[src/rtl/bcd_display_scanner_pkg.sv]
// Shared definitions for the multiplexed three-digit BCD display scanner:
// scan states, digit slot indices and active-low g..a segment codes.
package bcd_display_scanner_pkg;

    typedef enum logic [2:0] {
        G_U,
        D_U,
        G_T,
        D_T,
        G_H,
        D_H
    } state_t;

    localparam int unsigned DIG_UNITS    = 0;
    localparam int unsigned DIG_TENS     = 1;
    localparam int unsigned DIG_HUNDREDS = 2;

    localparam logic [6:0] SEG_0     = 7'h40;
    localparam logic [6:0] SEG_1     = 7'h79;
    localparam logic [6:0] SEG_2     = 7'h24;
    localparam logic [6:0] SEG_3     = 7'h30;
    localparam logic [6:0] SEG_4     = 7'h19;
    localparam logic [6:0] SEG_5     = 7'h12;
    localparam logic [6:0] SEG_6     = 7'h02;
    localparam logic [6:0] SEG_7     = 7'h78;
    localparam logic [6:0] SEG_8     = 7'h00;
    localparam logic [6:0] SEG_9     = 7'h10;
    localparam logic [6:0] SEG_DASH  = 7'h3F;
    localparam logic [6:0] SEG_BLANK = 7'h7F;

    function automatic logic is_guard(input state_t s);
        return (s == G_U) || (s == G_T) || (s == G_H);
    endfunction

endpackage

[src/rtl/bcd_display_scanner_seg.sv]
// Combinational BCD digit to active-low g..a segment decoder; non-BCD
// codes show a dash.
module bcd_to_seg
    import bcd_display_scanner_pkg::*;
(
    input  logic [3:0] code_i,
    output logic [6:0] seg_o
);

    always_comb begin
        seg_o = SEG_DASH;
        case (code_i)
            4'd0: seg_o = SEG_0;
            4'd1: seg_o = SEG_1;
            4'd2: seg_o = SEG_2;
            4'd3: seg_o = SEG_3;
            4'd4: seg_o = SEG_4;
            4'd5: seg_o = SEG_5;
            4'd6: seg_o = SEG_6;
            4'd7: seg_o = SEG_7;
            4'd8: seg_o = SEG_8;
            4'd9: seg_o = SEG_9;
            default: seg_o = SEG_DASH;
        endcase
    end

endmodule

[src/rtl/bcd_display_scanner.sv]
// Time-multiplexed three-digit seven-segment scanner with guard gaps,
// double-buffered digits and optional leading-zero blanking.
module bcd_display_scanner
    import bcd_display_scanner_pkg::*;
#(
    parameter int unsigned DIGIT_CYCLES = 50000,
    parameter int unsigned GUARD_CYCLES = 500
) (
    input  logic       clk,
    input  logic       reset,
    input  logic [3:0] hundreds_data,
    input  logic [3:0] tens_data,
    input  logic [3:0] units_data,
    input  logic       load,
    input  logic       lz_blank,
    output logic [7:0] seg_n,
    output logic [2:0] digit_en_n,
    output logic       frame_start
);

    localparam int unsigned MAXC = (DIGIT_CYCLES > GUARD_CYCLES) ? DIGIT_CYCLES : GUARD_CYCLES;
    localparam int unsigned CW   = $clog2(MAXC + 1);

    state_t          state_q, state_d;
    logic [CW-1:0]   cnt_q, cnt_d;
    logic [2:0][3:0] pend_q, act_q;
    logic [7:0]      seg_q, seg_d;
    logic [2:0]      en_q, en_d;
    logic            fs_q, fs_d;

    logic            phase_last;
    logic            enter_gu;
    logic [3:0]      dig_sel;
    logic [6:0]      dec_seg;
    logic            blank;

    bcd_to_seg u_dec (
        .code_i (dig_sel),
        .seg_o  (dec_seg)
    );

    always_comb begin
        phase_last = is_guard(state_q) ? (cnt_q == CW'(GUARD_CYCLES - 1))
                                       : (cnt_q == CW'(DIGIT_CYCLES - 1));
        state_d = state_q;
        if (phase_last) begin
            case (state_q)
                G_U:     state_d = D_U;
                D_U:     state_d = G_T;
                G_T:     state_d = D_T;
                D_T:     state_d = G_H;
                G_H:     state_d = D_H;
                default: state_d = G_U;
            endcase
        end
        cnt_d    = phase_last ? '0 : cnt_q + CW'(1);
        enter_gu = phase_last && (state_q == D_H);
    end

    // Blanking looks at the active buffer and the live lz_blank each slot.
    always_comb begin
        dig_sel = '0;
        en_d    = '1;
        blank   = 1'b0;
        case (state_q)
            D_U: begin
                dig_sel = act_q[DIG_UNITS];
                en_d    = 3'b110;
            end
            D_T: begin
                dig_sel = act_q[DIG_TENS];
                en_d    = 3'b101;
                blank   = lz_blank && (act_q[DIG_HUNDREDS] == 4'd0)
                                   && (act_q[DIG_TENS] == 4'd0);
            end
            D_H: begin
                dig_sel = act_q[DIG_HUNDREDS];
                en_d    = 3'b011;
                blank   = lz_blank && (act_q[DIG_HUNDREDS] == 4'd0);
            end
            default: ;
        endcase
        seg_d = is_guard(state_q) ? 8'hFF : {1'b1, (blank ? SEG_BLANK : dec_seg)};
        fs_d  = (state_q == G_U) && (cnt_q == '0);
    end

    always_ff @(posedge clk) begin
        if (reset) begin
            state_q <= G_U;
            cnt_q   <= '0;
            pend_q  <= '0;
            act_q   <= '0;
            seg_q   <= '1;
            en_q    <= '1;
            fs_q    <= 1'b0;
        end else begin
            state_q <= state_d;
            cnt_q   <= cnt_d;
            if (load) begin
                pend_q <= {hundreds_data, tens_data, units_data};
            end
            if (enter_gu) begin
                act_q <= pend_q;
            end
            seg_q <= seg_d;
            en_q  <= en_d;
            fs_q  <= fs_d;
        end
    end

    assign seg_n       = seg_q;
    assign digit_en_n  = en_q;
    assign frame_start = fs_q;

endmodule

[config.mk]
export PLATFORM = sky130hd
export DESIGN_NAME = bcd_display_scanner
export DESIGN_NICKNAME = d
export VERILOG_FILES = /design/src/rtl/bcd_display_scanner_pkg.sv /design/src/rtl/bcd_display_scanner_seg.sv /design/src/rtl/bcd_display_scanner.sv
export SDC_FILE = /design/constraint.sdc
export NUM_CORES = 1
export LEC_CHECK = 0
export ABC_AREA = 1
export CORE_ASPECT_RATIO = 0.9
export CORE_MARGIN = 5
export CORE_UTILIZATION = 40
export CTS_CLUSTER_DIAMETER = 150
export DETAILED_ROUTE_END_ITERATION = 16
export SKIP_CTS_REPAIR_TIMING = 1
export SLEW_MARGIN = 0
export SYNTH_ARGS = -nofsm -noshare
export SYNTH_HDL_FRONTEND = slang
export SYNTH_SLANG_ARGS = --single-unit
[constraint.sdc]
create_clock -name clk -period 1.8 [get_ports clk]
set_input_delay 0.36 -clock clk [delete_from_list [all_inputs] [get_ports clk]]
set_output_delay 0.36 -clock clk [all_outputs]
set_load 0.05 [all_outputs]
### Word level (Yosys, flattened, before mapping)

Memory sizes are Yosys's and may differ from the RTL's. A register that Yosys moved wholly into a read port is not among the register bits.
Cells that the tools add are included.

* register bits after elaboration: 48
* bits in latches: 0
* bits in writable memories: 0
* ROM bits: 112
* input port bits: 16
* output and inout port bits: 12
* word-level logic and storage cells: 37
* memories: 1

Memories
* (name not given): words 16, bits a word 7, read ports 1, clocked after Yosys merged registers in 1, wr ports 0, line bcd_display_scanner_seg.sv:12 `case (code_i)`

* add/subtract/negate cells: 1
* $mul: 0
* divide/modulo/power cells: 0
* $lt $le $gt $ge: 0
* equality and inequality tests: 7
* shifts and indexed selects: 0
* muxes and demuxes: 5
* bitwise gates (word level): 0
* reduce and logical (&&, ||, !) cells: 12

Operators with widths (number)
* 16-bit by 1-bit adder with 16-bit output (second input constant): 1
* 16-bit equality test (second input constant): 1
* 16-bit by 9-bit equality test with 1-bit output (second input constant): 1
* 16-bit logical NOT: 1
* 3-bit one-hot mux with 5 select lines: 1
* 4-bit one-hot mux with 3 select lines: 1
* 3-bit one-hot mux with 3 select lines: 1
* 4-bit logical NOT: 2
* 3-bit by 2-bit equality test with 1-bit output (second input constant): 2
* 3-bit equality test (second input constant): 2
* 1-bit logical AND: 4
* 3-bit by 1-bit equality test with 1-bit output (second input constant): 1
* 3-bit logical NOT: 1
* 3-bit OR reduction: 1
* 1-bit logical OR: 2
* 1-bit one-hot mux with 2 select lines: 1
* 2-bit OR reduction: 1
* 1-bit two-way mux: 1

### Depth between registers and ports, before layout

* word-level depth: 5
* depth in mapped cells: 12
* mapped depth without buffers: 12

### Modules after synthesis

A second synthesis with hierarchy kept.

* cells, all modules: 357
* area total of the unflattened synthesis: 2557.5 um2

By module, submodules not included
* bcd_display_scanner: times used 1, cells each 322, area an instance 2369.8 um2, sequential area each 1081.0 um2
* bcd_to_seg: times used 1, cells each 35, area an instance 187.7 um2, sequential area each 0.0 um2

### Worst setup path after synthesis

Ideal clock, no wire load.

* kind: register to register
* from: reg state_q[0]
* to: reg seg_q[3] (netlist: seg_n[3])
* setup time: 0.121 ns
* arrival: 1.586 ns
* data required time: 1.679 ns
* path slack: 0.093 ns
* stages on the path, launching flop included: 12
* path buffers: 0
* clock period less this slack: 1.707 ns
* cells stage by stage: dfxtp_1 -> nand2_1 -> inv_1 -> nand2_2 -> inv_1 -> nand2_1 -> nand3_1 -> inv_1 -> ha_1 -> or2_2 -> nand2_1 -> nand2_1

* longest elaborated chain between the ends: 4
* elaborated cells on any way between the ends: 11
* classes of those cells: eq/ne: 5; mux: 2; reduce/logical: 4

RTL lines
* start: declaration: line bcd_display_scanner.sv:24 `state_t state_q, state_d;`
* start signal: assignment: line bcd_display_scanner.sv:97 `state_q <= state_d;`
* parallel branches: the longest is 4 deep, another holds 3-bit equality test
* end: declaration: line bcd_display_scanner.sv:27 `logic [7:0] seg_q, seg_d;`

Several ways; the timed one is not identified.
A chain may end at the register's enable or synchronous reset.

### Final worst setup path

* from: reg state_q[1]
* to: reg seg_q[3] (netlist: seg_n[3])

Same word-level chain as after synthesis.

==> results.md <==
- Status: completed
- DPL Wire Length: around 3700 um
- Hold WC Path Type: reg -> reg
- Routed vias: 2123
- Clock sinks: 54
- Fin. max-slew vios: 0
- Initial core utilization: 0.4143
- Sequential area share after synthesis: 0.4244
- Synthesized net count: 384
- Warnings, synthesis: 0
- Worst r2r src: state_q[1]
- Largest net degree at the start of global routing: 31
- Number of I/O pins: 28
- GPL Wtd Cong: 0.7735
- Hold WS: 0.4583 ns
- #FFs+latches synth: 54
- GRT Total Usage: 0.1338
- TritonRoute pass-1 iters: 4
- Core Region: around 0.006 mm^2
- Number of remaining DRC errors: 0
- Critical-path maximum fanout: 5
- Width of the chip: 94.12 um
- Final setup fails: 0
- Crit path DAT: about 1.8 ns
- Tcrit/Tclk final: 0.9106
- Yosys cell types: 35
- DR iter-0 viols: 154
- Die ar.: 0.008067 mm^2
- Final cell count without fillers: 479
- Crit path from: state_q[1]
- Final layout net count: 414
- Final Hold Vio Count: 0
- Die H: 85.71 um
- Remaining Overflow, GRT: 0
- Htree depth: 2
- HP Start: cnt_q[0]
- RSZ-0062 raised after global routing: false
- Critical Path Start Type: flop
- Most Crowded Layer GR: met2
- Area delta synth->final: 17.88%
- Share of cells above drive strength 1: 0.1556
- Root Buffer: clkbuf_8
- CTS max path bufs: 2
- Vias in the first global route: ~2000
- I/O Buffers: 26
- Reg2Reg Setup Slack: 0.16 ns
- PwrDens: 677.2 mW/mm^2
- Vias per cell: 4.432
- WP data required: 2.00 ns
- CTS buffer count: 5
- # rows: 27
- Skew final: 0.01196 ns
- Global-route wire length before repair: 8818 um
- Antenna cells: 0
- Grt met2 use: 0.2031
- Final Util: 0.4884
- Mapped cell area: between 0.002 and 0.003 mm^2
- Initial antenna violation count: 0
- GR Util met3: 0.02719
- CTS tree: yes
- Crit path kind: reg -> reg
- Global Route met1 Usage: 0.1930
- DR WL/cell: between 10 and 15 um
- Maximum VDD drop: 0.4074 mV
- Worst skew pair latency: 0.31 ns
- Antenna Nets Post-Route: 0
- WL final: around 5000 um
- Mapped Avg Cell Area: roughly 7.1 um^2
- Cells after Synth: 361
- Total placed cells including tap cells: 471
- Max Cap Viol: 0
- Leakage dissipation: about 1.3 nW
- Post-route cell area: ~0.003 mm^2
- Fmax: 0.6101 GHz
- Setup crit end kind: flop
- Final Critical Period: about 1.6 ns
- Placed Area: 0.002882 mm^2
- Reg clk slew, reported paths: 0.10 ns
==> routing by layer <==
layer,share of wire,vias to the layer above
met1,0.54,925
met3,0.032,4
met5,0,-
li1,-,1168
met2,0.42,26
met4,0.0087,0
==> critical path, cell delays in order (launching register included) <==
cell and delay, ns:
dfxtp_4 0.37, inv_2 0.07, nand3_2 0.08, inv_2 0.11, nand2_1 0.07, nand3_2 0.10, inv_2 0.06, ha_1 0.26
or2_2 0.30, nand2_1 0.07, nand2_1 0.05
==> final cells by class <==
type / instances / area (um^2)
clock buffers: 5 / 68.82
clock inverters: 3 / 21.27
fillers: 654 / 3146
inverters: 45 / 168.9
multi-input cells: 253 / 1267
flip-flops and latches: 54 / 1090
well taps: 87 / 108.9
repair buffers: 32 / 277.8
==> synth_stat cells <==
master,instances,area [um^2]
a21oi_1,5,25.02
buf_1,1,3.750
buf_2,3,15.01
buf_4,2,15.01
buf_6,1,11.26
clkbuf_1,2,7.510
clkinv_1,1,3.750
conb_1,1,3.750
dfxtp_1,54,1081
ha_1,7,87.58
inv_1,38,142.6
inv_2,6,22.52
nand2_1,81,304.0
nand2_2,3,18.77
nand2_4,1,11.26
nand3_1,18,90.09
nand3_2,3,30.03
nand3b_2,1,11.26
nand4_1,6,37.54
nand4_2,1,12.51
nand4_4,1,21.27
nor2_1,85,319.1
nor2_2,3,18.77
nor3_1,7,35.03
nor3_2,2,20.02
nor3_4,1,16.27
nor3b_1,1,7.510
o21ai_0,13,65.06
o21ai_1,1,5.000
o21ai_2,1,8.760
o21ai_4,1,16.27
or2_1,1,6.260
or2_2,2,12.51
xnor2_1,3,26.28
xor2_1,4,35.03
==> cells in the final DEF (no fill, tap or decap), drive strengths merged, types with 5 or more instances in the layout <==
cell type	count
a21oi	5
buf	17
clkbuf	5
clkdlybuf4s50	15
dfxtp	54
ha	7
inv	44
nand2	85
nand3	21
nand4	8
nor2	88
nor3	10
o21ai	16
==> sequential cells by signal (all words and copies together), names as in the netlist <==
signal,cells
cnt_q,16
seg_n,7
pend_q,12
state_q,3
digit_en_n,3
frame_start,1
act_q,12
==> cells by family (layout without fill, tap and decap cells) <==
kind of cell             after synthesis  in the layout  synth area share
other                                  1              1          0.001472
AND/OR/NAND/NOR                      217            217            0.3816
adder cells (fa/ha/maj)                7              7           0.03438
XOR/XNOR                               7              7           0.02407
AO/OA/AOI/OAI                         21             21           0.04715
flip-flops                            54             54            0.4244
buffers and inverters                 54             85           0.08693
==> stage by stage <==
step	setup WS [ns]	setup TNS (ns)	total power, mW
4_1_cts	-0.02225	-0.02225	2.070
5_1_grt	0.01293	0	2.125
2_1_floorplan	0.09272	0	1.333
6_report	0.1610	0	2.033
3_3_place_gp	0.05587	0	1.385
3_5_place_dp	-0.0005713	-0.0005713	1.387
==> path summary, 6_finish.rpt <==
path                                 end  depth (start not counted)
worst max-delay path            seg_n[3]                         10
worst min-delay path            cnt_q[0]                          1
worst max register to register  seg_n[3]                         10
worst min register to register  cnt_q[0]                          1
==> report_power, final <==
group / internal (mW) / switching (mW)
sequential: 1.22 / 0.0146
combinational: 0.0570 / 0.0670
clock: 0.274 / 0.403
No activity file was read; power rests on OpenSTA's default activity.
